## src/rtl/rr_data_arbiter.sv

```systemverilog
// Round-robin arbiter feeding one registered valid/ready output stage.
// A winning requester keeps the stage for up to MAX_BURST consecutive beats.
module rr_data_arbiter #(
    parameter int unsigned NUM_REQ   = 4,
    parameter int unsigned WIDTH     = 8,
    parameter int unsigned MAX_BURST = 4,
    localparam int unsigned ID_W     = (NUM_REQ <= 2) ? 1 : $clog2(NUM_REQ)
) (
    input  logic                     clk,
    input  logic                     rst_n,
    input  logic                     enable,
    input  logic [NUM_REQ-1:0]       req_valid,
    input  logic [NUM_REQ*WIDTH-1:0] req_data,
    output logic [NUM_REQ-1:0]       req_ready,
    output logic                     out_valid,
    output logic [WIDTH-1:0]         out_data,
    output logic [ID_W-1:0]          out_id,
    input  logic                     out_ready
);

    localparam int unsigned CNT_W = $clog2(MAX_BURST + 1);

    typedef enum logic {
        S_IDLE   = 1'b0,
        S_LOCKED = 1'b1
    } state_t;

    state_t             r_state;
    state_t             w_state_nxt;
    logic [ID_W-1:0]    r_rr_ptr;
    logic [ID_W-1:0]    w_rr_ptr_nxt;
    logic [ID_W-1:0]    r_owner;
    logic [ID_W-1:0]    w_owner_nxt;
    logic [CNT_W-1:0]   r_beat_cnt;
    logic [CNT_W-1:0]   w_beat_cnt_nxt;

    logic               w_can_load;
    logic               w_load;
    logic [ID_W-1:0]    w_win;
    logic [ID_W-1:0]    w_rel_ptr;
    logic [ID_W:0]      w_pick_idle;
    logic [ID_W:0]      w_pick_drop;
    logic [WIDTH-1:0]   w_data [NUM_REQ];

    // First valid requester at or above start, wrapping; MSB flags a hit.
    function automatic logic [ID_W:0] pick(input logic [NUM_REQ-1:0] valid,
                                           input logic [ID_W-1:0]    start);
        logic [ID_W:0] res;
        int unsigned   idx;
        res = '0;
        for (int unsigned k = 0; k < NUM_REQ; k++) begin
            idx = (32'(start) + (NUM_REQ - 1 - k)) % NUM_REQ;
            if (valid[ID_W'(idx)]) begin
                res = {1'b1, ID_W'(idx)};
            end
        end
        return res;
    endfunction

    function automatic logic [ID_W-1:0] inc_ptr(input logic [ID_W-1:0] p);
        return (32'(p) == NUM_REQ - 1) ? '0 : p + ID_W'(1);
    endfunction

    always_comb begin
        for (int i = 0; i < int'(NUM_REQ); i++) begin
            w_data[i] = req_data[i*WIDTH +: WIDTH];
        end
    end

    assign w_can_load  = enable && (!out_valid || out_ready);
    assign w_rel_ptr   = inc_ptr(r_owner);
    assign w_pick_idle = pick(req_valid, r_rr_ptr);
    assign w_pick_drop = pick(req_valid, w_rel_ptr);

    // State register
    always_ff @(posedge clk or negedge rst_n) begin
        if (!rst_n) begin
            r_state    <= S_IDLE;
            r_rr_ptr   <= '0;
            r_owner    <= '0;
            r_beat_cnt <= '0;
        end else begin
            r_state    <= w_state_nxt;
            r_rr_ptr   <= w_rr_ptr_nxt;
            r_owner    <= w_owner_nxt;
            r_beat_cnt <= w_beat_cnt_nxt;
        end
    end

    // Next-state, winner selection and load strobe
    always_comb begin
        w_state_nxt    = r_state;
        w_rr_ptr_nxt   = r_rr_ptr;
        w_owner_nxt    = r_owner;
        w_beat_cnt_nxt = r_beat_cnt;
        w_load         = 1'b0;
        w_win          = '0;

        case (r_state)
            S_IDLE: begin
                if (w_can_load && w_pick_idle[ID_W]) begin
                    w_load         = 1'b1;
                    w_win          = w_pick_idle[ID_W-1:0];
                    w_owner_nxt    = w_win;
                    w_beat_cnt_nxt = CNT_W'(1);
                    if (MAX_BURST == 1) begin
                        w_rr_ptr_nxt = inc_ptr(w_win);
                        w_state_nxt  = S_IDLE;
                    end else begin
                        w_state_nxt  = S_LOCKED;
                    end
                end
            end

            S_LOCKED: begin
                if (w_can_load) begin
                    if (req_valid[r_owner] && (r_beat_cnt < CNT_W'(MAX_BURST))) begin
                        w_load         = 1'b1;
                        w_win          = r_owner;
                        w_beat_cnt_nxt = r_beat_cnt + CNT_W'(1);
                        if (w_beat_cnt_nxt == CNT_W'(MAX_BURST)) begin
                            w_rr_ptr_nxt = w_rel_ptr;
                            w_state_nxt  = S_IDLE;
                        end
                    end else begin
                        // Owner gave up: release and re-arbitrate in the same cycle.
                        w_rr_ptr_nxt = w_rel_ptr;
                        w_state_nxt  = S_IDLE;
                        if (w_pick_drop[ID_W]) begin
                            w_load         = 1'b1;
                            w_win          = w_pick_drop[ID_W-1:0];
                            w_owner_nxt    = w_win;
                            w_beat_cnt_nxt = CNT_W'(1);
                            if (MAX_BURST == 1) begin
                                w_rr_ptr_nxt = inc_ptr(w_win);
                            end else begin
                                w_state_nxt  = S_LOCKED;
                            end
                        end
                    end
                end
            end

            default: begin
                w_state_nxt = S_IDLE;
            end
        endcase
    end

    // Accept strobe is combinational and forced low while in reset
    always_comb begin
        req_ready = '0;
        if (w_load && rst_n) begin
            req_ready[w_win] = 1'b1;
        end
    end

    // Shared output stage
    always_ff @(posedge clk or negedge rst_n) begin
        if (!rst_n) begin
            out_valid <= 1'b0;
            out_data  <= '0;
            out_id    <= '0;
        end else if (w_load) begin
            out_valid <= 1'b1;
            out_data  <= w_data[w_win];
            out_id    <= w_win;
        end else if (out_ready) begin
            out_valid <= 1'b0;
        end
    end

endmodule

```

## config.mk

```make
export PLATFORM = sky130hd
export DESIGN_NAME = rr_data_arbiter
export DESIGN_NICKNAME = d
export VERILOG_FILES = /design/src/rtl/rr_data_arbiter.sv
export SDC_FILE = /design/constraint.sdc
export NUM_CORES = 1
export LEC_CHECK = 0
export CAP_MARGIN = 30
export CORE_MARGIN = 2
export CORE_UTILIZATION = 35
export CTS_BUF_LIST = sky130_fd_sc_hd__clkbuf_8
export DETAILED_ROUTE_END_ITERATION = 12
export PLACE_DENSITY = 0.67
export SLEW_MARGIN = 25
export SYNTH_ARGS = -nofsm -noshare
export SYNTH_HDL_FRONTEND = slang
export SYNTH_SLANG_ARGS = --single-unit
```

## constraint.sdc

```tcl
create_clock -name clk -period 4.39 [get_ports clk]
set_clock_uncertainty 0.15 [all_clocks]
set_input_delay 0.6585 -clock clk [delete_from_list [all_inputs] [get_ports clk]]
set_output_delay 0.6585 -clock clk [all_outputs]
set_load 0.005 [all_outputs]
```

**Word level (Yosys, flattened, before mapping)**

Cells that the tools add are included.

- Equal/unequal tests: 8
- $lt $le $gt $ge: 13
- Reductions and logical operators: 11
- Add/sub/neg operators: 8
- Bitwise gates (word level): 2
- Mux-type cells: 61

Operators with widths:

| kind | count |
|---|---|
| 3-bit two-way mux | 12 |
| 2-bit by 3-bit less-than comparator with 1-bit output, second input constant | 10 |
| 2-bit two-way mux | 11 |
| 1-bit two-way mux | 19 |
| 1-bit binary-select mux with 2-bit select | 9 |
| 8-bit binary-select mux with 2-bit select | 1 |
| 8-bit two-way mux | 2 |
| 2-bit adder, second input constant | 4 |
| 2-bit case mux with 2 select lines | 2 |
| 2-bit by 1-bit adder with 2-bit output, second input constant | 3 |
| 2-bit by 1-bit != test with 1-bit output, second input constant | 3 |
| 3-bit case mux with 2 select lines | 1 |
| 3-bit AND reduction | 2 |
| 1-bit logical AND | 5 |
| 4-bit two-way mux | 1 |
| 2-bit != test, second input constant | 2 |
| 1-bit case mux with 2 select lines | 2 |
| 4-bit AND reduction | 1 |
| 3-bit by 1-bit adder with 3-bit output, second input constant | 1 |
| 3-bit equality test, second input constant | 1 |
| 3-bit >= comparator, second input constant | 1 |
| 3-bit less-than comparator, second input constant | 1 |
| 3-bit by 1-bit != test with 1-bit output, second input constant | 1 |
| 2-bit NOT with 3-bit output | 1 |
| other kinds (7) | 7 |

- Register bits: 19
- Output and inout bits: 15
- Word-level logic and storage cells: 110

**Depth between registers and ports, before layout**

Gate-level depths: netlist (run 1).

- Depth after elaboration: 18
- Gate-level depth with buffers: 10
- Gate-level depth less buffers: 7

**Worst setup path after synthesis (run 1)**

No wires, ideal clock.

- Path kind: input port to output port
- Start: input port req_valid[1]
- End: output port req_ready[0]
- Required time: 3582 ps
- Cell stages on the path: 8
- Arrival: 2147 ps
- Setup slack: 1435 ps
- Buffers on the path: 2
- Path through: or4_4 -> and3_4 -> buf_6 -> nand3_4 -> a2bb2oi_2 -> buf_4 -> inv_1 -> nor3_1

- Longest elaborated chain between the ends: 15
- Elaborated cells on any way between the ends: 45
- Those cells by class: order compare: 2; mux: 39; reduce/logical: 4

RTL lines:

| element | line | text |
|---|---|---|
| start: declaration | 12 | `input logic [NUM_REQ-1:0] req_valid,` |
| 1-bit binary-select mux with 2-bit select | 53 | `if (valid[ID_W'(idx)]) begin` |
| 1-bit two-way mux (implied by the code) | 53 |  |
| 3-bit two-way mux (4 in a row) | 53 |  |
| 2-bit two-way mux | 129 | `if (w_pick_drop[ID_W]) begin` |
| 2-bit two-way mux | 117 | `if (req_valid[r_owner] && (r_beat_cnt < CNT_W'(MAX_BURST))) begin` |
| 2-bit two-way mux | 116 | `if (w_can_load) begin` |
| 2-bit case mux with 2 select lines | 99 | `case (r_state)` |
| 2-bit by 3-bit less-than comparator with 1-bit output (implied by the code) or 2-bit by 1-bit >= comparator with 1-bit output (tied branches) | 154 | `req_ready[w_win] = 1'b1;` |
| 1-bit logical AND (implied by the code) | 154 |  |
| 1-bit two-way mux (implied by the code) | 154 |  |
| 1-bit demux with 2-bit select | 154 |  |
| 4-bit two-way mux (*) | 153 | `if (w_load && rst_n) begin` |
| end: declaration | 14 | `output logic [NUM_REQ-1:0] req_ready,` |

Mark *: on every way between the ends. The rest lies on a longest branch, timed or not. The select of a mux whose other input is x is not followed.

**Final worst setup path (run 1)**

- Start: input port req_valid[1]
- End: output port req_ready[1]

Same word-level chain as after synthesis.

==> results of run 1 <==
==> cells by family after synthesis <==
| group | count (synthesis) | share of synthesized area [%] |
|---|---|---|
| buffers and inverters | 14 | 6.13 |
| muxes | 14 | 10.4 |
| DFF | 19 | 33.8 |
| AOI/OAI and AO/OA | 44 | 25.2 |
| and+or+nand+nor | 56 | 21.8 |
| adders and majority gates | 3 | 2.67 |
==> per-stage QoR <==
| stage | area, sq um | hold WS (ps) |
|---|---|---|
| floorplan | 1410 | 213 |
| global placement | 1980 | 319 |
| detailed placement | 1980 | 321 |
| CTS | 2030 | 345 |
| global route | 2030 | 389 |
| finish | 2030 | 341 |
==> cells in the mapped netlist (all sizes together), types with 4 or more instances <==
cell type and n:
nor2 11, nand3 12, mux2i 9, a21oi 7
o21ai 4, nand2 12, nor2b 4, a32oi 7
clkbuf 4, buf 7, mux2 5, dfrtp 19
o211ai 7, nand2b 4
==> flip-flops by register name, indices dropped and copies added, names as in the netlist <==
signal and count:
r_state 1, r_beat_cnt 3, r_rr_ptr 2, r_owner 2, out_data 8, out_valid 1
out_id 2
==> power breakdown <==
part | total [mW] | internal (mW) | switching (mW)
Clock | 0.121 | 0.0630 | 0.0583
Combinational | 0.668 | 0.364 | 0.304
Sequential | 0.330 | 0.255 | 0.0754
==> worst max-delay path, cell delays in order <==
cell and delay [ps]:
clkdlybuf4s50_1 530, mux2_2 350, a2bb2oi_1 290, nand3_4 130, o2bb2ai_2 460, nand3_1 160, nor2_1 120, clkdlybuf4s50_1 510
==> layer usage <==
| metal | up-vias | part of all wire, % |
|---|---|---|
| li1 | 675 | - |
| met1 | 658 | 47 |
| met2 | 44 | 47 |
| met3 | 2 | 5.3 |
| met4 | 0 | 0.50 |
| met5 | - | 0 |
==> area by class of cell <==
class | instances | area, sq um | area share, %
tap | 50 | 62.6 | 3.09
multi-input combinational | 117 | 846 | 41.7
timing repair buffer | 60 | 586 | 28.9
clock buffer | 3 | 41.3 | 2.04
clock inverter | 1 | 5.00 | 0.247
sequential | 19 | 475 | 23.5
inverter | 3 | 11.3 | 0.556
==> how the worst max path moves through the flow <==
stage / from / to / slack (ps) / depth (start not counted)
floorplan: req_valid[1] / req_ready[0] / 1430 / 8
CTS: req_valid[1] / req_ready[1] / 350 / 8
detailed placement: req_valid[1] / req_ready[1] / 380 / 8
global placement: req_valid[0] / req_ready[0] / 440 / 8
finish: req_valid[1] / req_ready[1] / 360 / 8
global route: req_valid[0] / req_ready[1] / 170 / 8
==> results.py, run 1 <==
metrics = {
    "synthesis": {
        "ys_types": 42,
        "ys.flop_type": "dfrtp_1",
        "yosysWarnings": 0,
        "yosysTopAreaCellShare_pct": 33.8,
        "async_flop_share_pct": 100,
        "synth_area_leaders": "dfrtp_1 34%, mux2i_1 6.4%, a32oi_1 4.4%",
        "synth_area_leader_cell": "dfrtp_1",
        "synth_nets": 193,
        "yosysSeqAreaShare_pct": 33.8,
        "syn_area_sq_um": 1410,
        "syn-mean-instance-area_sq_um": 9.38,
        "synth_edf_count": 0,
        "synth-seq-cells": 19,
        "syn_inst": 150,
    },
    "critical_path": {
        "crit_arrival_ps": 3220,
        "rr_endpoint": "out_data[0]",
        "cp-start-kind": "input pin",
        "r2r_slack_ps": 1260,
        "end_kind": "output port",
        "crit_path_max_fanout": 11,
        "rr_worst_depth": 8,
        "worstPathRequired_ps": 3580,
        "critical_path_class": "input pin to output port",
        "r2r-start": "r_owner[0]",
    },
    "final_layout": {
        "final_util_pct": 51.4,
        "stdcell_count": 253,
        "layout.nets": 247,
        "antenna_cells": 0,
        "area_growth_pct": 44.0,
        "nFillCells": 356,
        "final_cell_mix": "54 x clkdlybuf4s50_1, 19 x dfrtp_1, 12 x nand2_1",
        "drive_gt1_share_pct": 11.8,
        "final_common_cell": "clkdlybuf4s50_1",
    },
    "placement": {
        "dpl.hpwl_um": 2930,
        "placed_cells": 249,
        "dp_slack_ps": 376,
        "io_buffers": 54,
        "gp_congestion": 0.819,
    },
    "detailed_routing": {
        "first_pass_iters": 4,
        "routedWlPerCell_um": 15.1,
        "routed_via_density": 5.45,
        "wl_um": 3820,
        "drc": 0,
        "detail-route-antenna-nets": 0,
        "vias": 1379,
        "drt-initial-drc-count": 53,
    },
    "floorplan": {
        "die_area_sq_um": 4540,
        "initial_core_util_pct": 35.7,
        "die_width_um": 67.4,
        "fp.coreArea_sq_um": 3940,
        "ios": 55,
        "die_h_um": 67.4,
        "rows": 23,
    },
    "clock_network": {
        "post_cts_buffers": 0,
        "cts.path.max_buffers": 2,
        "h-tree-depth": 1,
        "cts_hold_buf": 0,
        "post_cts_resized": 0,
        "clk-insertion-delay-late_ps": 250,
        "cts_root_buf": "clkbuf_8",
        "cts_made_buffers": 3,
        "clk_pin_slew_ps": 70,
        "cts_tree": "built",
        "cts.sink_count": 19,
    },
    "sta": {
        "fin_tns_setup_ps": 0,
        "worst_slack_ps": 357,
        "setup_violations": 0,
        "fin_crit_sh_pct": 91.9,
        "worstMarginPinSlew_ps": 644,
        "post-route-min-period_ps": 4030,
        "slew_headroom_pct": 57.0,
        "max_freq_mhz": 248,
        "drv_slew": 0,
        "rsz0062_at_grt": "no",
        "finalHoldViolations": 0,
    },
    "worst_hold_path": {
        "min_from": "out_id[1]",
        "whs_path_depth": 2,
        "min_path_type": "register to register",
        "min_to": "out_id[1]",
    },
    "global_routing": {
        "met3_usage_pct": 3.17,
        "grt_pass1_wl_um": 6350,
        "grt.total_usage_pct": 18.4,
        "met1_usage_pct": 24.0,
        "grt_max_degree": 22,
        "gr-max-usage-layer": "met2",
        "grt-ovfl-total": 0,
        "use_met2_pct": 31.2,
        "grt_antenna_before_repair": 0,
        "grt_pass1_vias": 1370,
    },
    "power_and_ir_drop": {
        "power.density_nw_per_um2": 552,
        "leakage_nw": 0.792,
        "power.total_mw": 1.12,
        "vdd_ir_drop_max_mv": 0.209,
    },
    "status": {
        "status": "finished clean",
    },
    "job": {
        "cap_violations": 0,
    },
}
Power figures use the tool's default switching activity.
==> inputs of run 2 (changes only) <==
--- a/config.mk
+++ b/config.mk
@@ -11,6 +11,7 @@
 export CTS_BUF_LIST = sky130_fd_sc_hd__clkbuf_8
 export DETAILED_ROUTE_END_ITERATION = 12
 export PLACE_DENSITY = 0.67
+export RECOVER_POWER = 25
 export SLEW_MARGIN = 25
 export SYNTH_ARGS = -nofsm -noshare
 export SYNTH_HDL_FRONTEND = slang
==> run 2 against run 1 <==
Critical path depth stayed put; cell area is 0.19% lower; global-route usage stayed put; hold slack worse by 0.52 ps; count of clock-buffer cells in the layout stayed put; combinational power hardly changed; clock power hardly changed; routed wire length is 0.21% lower; worst setup slack worse by 43 ps; cell count stayed put; maximum frequency is 1.1% lower; largest cell class unchanged; largest power group unchanged.
==> results.py, run 2 (synthesis results as in run 1) <==
metrics = {
    "final_layout": {
        "antenna_cells": 0,
        "drive_gt1_share_pct": 11.3,
        "stdcell_count": 253,
        "largest_reg_flops": 8,
        "layout.nets": 247,
        "final_cell_area_sq_um": 2020,
        "final_cell_mix": "53 x clkdlybuf4s50_1, 19 x dfrtp_1, 12 x nand2_1",
        "top_register": "out_data",
        "area_growth_pct": 43.7,
        "biggestRegsByFlops": "out_data: 8 flops, r_beat_cnt: 3 flops",
        "final_common_cell": "clkdlybuf4s50_1",
    },
    "critical_path": {
        "slowest_stage": "clkdlybuf4s50_1",
        "rr_worst_depth": 8,
        "rr_endpoint": "out_data[0]",
        "cp_num_cells": 8,
        "cp_num_buf_inv": 2,
        "end_kind": "output port",
        "critical_path_class": "input pin to output port",
        "crit_arrival_ps": 3270,
        "crit_path_max_fanout": 11,
        "endpoint": "req_ready[1]",
        "crit_chain": "clkdlybuf4s50_1 -> mux2_2 -> a2bb2oi_1 -> nand3_4 -> o2bb2ai_2 -> nand3_1 -> nor2_1 -> clkdlybuf4s50_1",
        "cp-start-kind": "input pin",
        "r2r_slack_ps": 1250,
        "max_stage_delay_ps": 530,
        "crit_family": "buffers and inverters",
        "r2r-start": "r_owner[0]",
        "cp_common_cell": "clkdlybuf4s50_1",
        "startpoint": "req_valid[1]",
        "worstPathRequired_ps": 3580,
    },
    "status": {
        "status": "finished clean",
    },
    "clock_network": {
        "post_cts_resized": 0,
        "clk_pin_slew_ps": 70,
        "clk-insertion-delay-late_ps": 250,
        "cts.path.max_buffers": 2,
        "cts_tree": "built",
        "cts.sink_count": 19,
        "cts_root_buf": "clkbuf_8",
        "cts_made_buffers": 3,
        "cts_hold_buf": 0,
        "post_cts_buffers": 0,
        "h-tree-depth": 1,
    },
    "placement": {
        "dpl.hpwl_um": 2930,
        "gp_congestion": 0.819,
        "placed_cells": 249,
        "placedInstanceArea_sq_um": 1980,
        "io_buffers": 54,
    },
    "sta": {
        "setup_violations": 0,
        "worstMarginPinSlew_ps": 1160,
        "drv_slew": 0,
        "post-route-min-period_ps": 4080,
        "slew_headroom_pct": 23.0,
        "rsz0062_at_grt": "no",
        "max_freq_mhz": 245,
        "fin_tns_setup_ps": 0,
        "fin_crit_sh_pct": 92.8,
        "finalHoldViolations": 0,
    },
    "power_and_ir_drop": {
        "leakage_nw": 0.789,
        "vdd_ir_drop_max_mv": 0.209,
        "power.total_mw": 1.12,
        "power.density_nw_per_um2": 553,
    },
    "floorplan": {
        "fp.coreArea_sq_um": 3940,
        "rows": 23,
        "initial_core_util_pct": 35.7,
        "die_area_sq_um": 4540,
        "ios": 55,
        "die_width_um": 67.4,
        "die_h_um": 67.4,
    },
    "worst_hold_path": {
        "min_path_type": "register to register",
    },
    "job": {
        "cap_violations": 0,
    },
    "detailed_routing": {
        "detail-route-antenna-nets": 0,
        "drc": 0,
        "routedWlPerCell_um": 15.1,
        "first_pass_iters": 4,
        "vias": 1379,
        "routed_via_density": 5.45,
        "drt-initial-drc-count": 49,
        "wl_um": 3820,
    },
    "global_routing": {
        "grt.total_usage_pct": 18.4,
        "grt_pass1_vias": 1370,
        "grt-ovfl-total": 0,
        "grt_antenna_before_repair": 0,
        "grt_pass1_wl_um": 6350,
        "grt_max_degree": 22,
    },
}
-- run 2: changes by cell type in the layout (fill, tap and decap cells not counted) --
| cell | before | now |
|---|---|---|
| clkdlybuf4s50_1 | 54 | 53 |
| dlygate4sd3_1 | 0 | 1 |
| buf_4 | 6 | 5 |
| clkbuf_1 | 0 | 1 |
-- run 2: area by class of cell --
type                       count  area (sq um)
fill                         355          1920
clock buffer                   3          41.3
multi-input combinational    117           846
timing repair buffer          60           582
tap                           50          62.6
sequential                    19           475
inverter                       3          11.3
clock inverter                 1          5.00
-- run 2: through the flow --
stage	hold slack, ps	util, %	setup slack (ps)
2_1_floorplan	213	-	1430
6_report	341	51.3	314
4_1_cts	345	51.4	354
3_3_place_gp	319	50.2	441
3_5_place_dp	321	50.2	376
5_1_grt	389	51.3	114
-- run 2: worst min-delay path by stage --
stage / startpoint / end / slack, ps / cells past startpoint
after floorplan: rst_n / out_data[0] / 210 / 0
after global placement: out_id[1] / out_id[1] / 320 / 2
after detailed placement: out_id[1] / out_id[1] / 320 / 2
after CTS: out_id[1] / out_id[1] / 350 / 2
after global routing: out_id[0] / out_id[0] / 390 / 1
final: out_id[1] / out_id[1] / 340 / 2
-- run 2: metal layers --
layer | GRT usage, % | wire [um] | share of wire, % | up-vias
li1 | - | - | - | 674
met1 | 24.0 | 1800 | 47 | 656
met2 | 31.2 | 1800 | 47 | 47
met3 | 3.17 | 205 | 5.4 | 2
met4 | 5.36 | 19 | 0.50 | 0
met5 | 0 | 0 | 0 | -
-- run 2: power by group --
group | switching (mW) | total (mW) | internal, mW
Sequential | 0.0752 | 0.330 | 0.254
Combinational | 0.304 | 0.667 | 0.363
Clock | 0.0585 | 0.121 | 0.0630
-- run 2: worst min-delay path, cell delays in order (launching register included) --
cell     delay [ps]
dfrtp_1         350
nand2_1          50
nand2_1          60
==> inputs of run 3 (changes only) <==
--- a/config.mk
+++ b/config.mk
@@ -9,6 +9,7 @@
 export CORE_MARGIN = 2
 export CORE_UTILIZATION = 35
 export CTS_BUF_LIST = sky130_fd_sc_hd__clkbuf_8
+export CTS_CLUSTER_DIAMETER = 40
 export DETAILED_ROUTE_END_ITERATION = 12
 export PLACE_DENSITY = 0.67
 export RECOVER_POWER = 25
==> results of run 3 <==
Same layout as run 2: the final DEF is identical, and so are final timing and power.
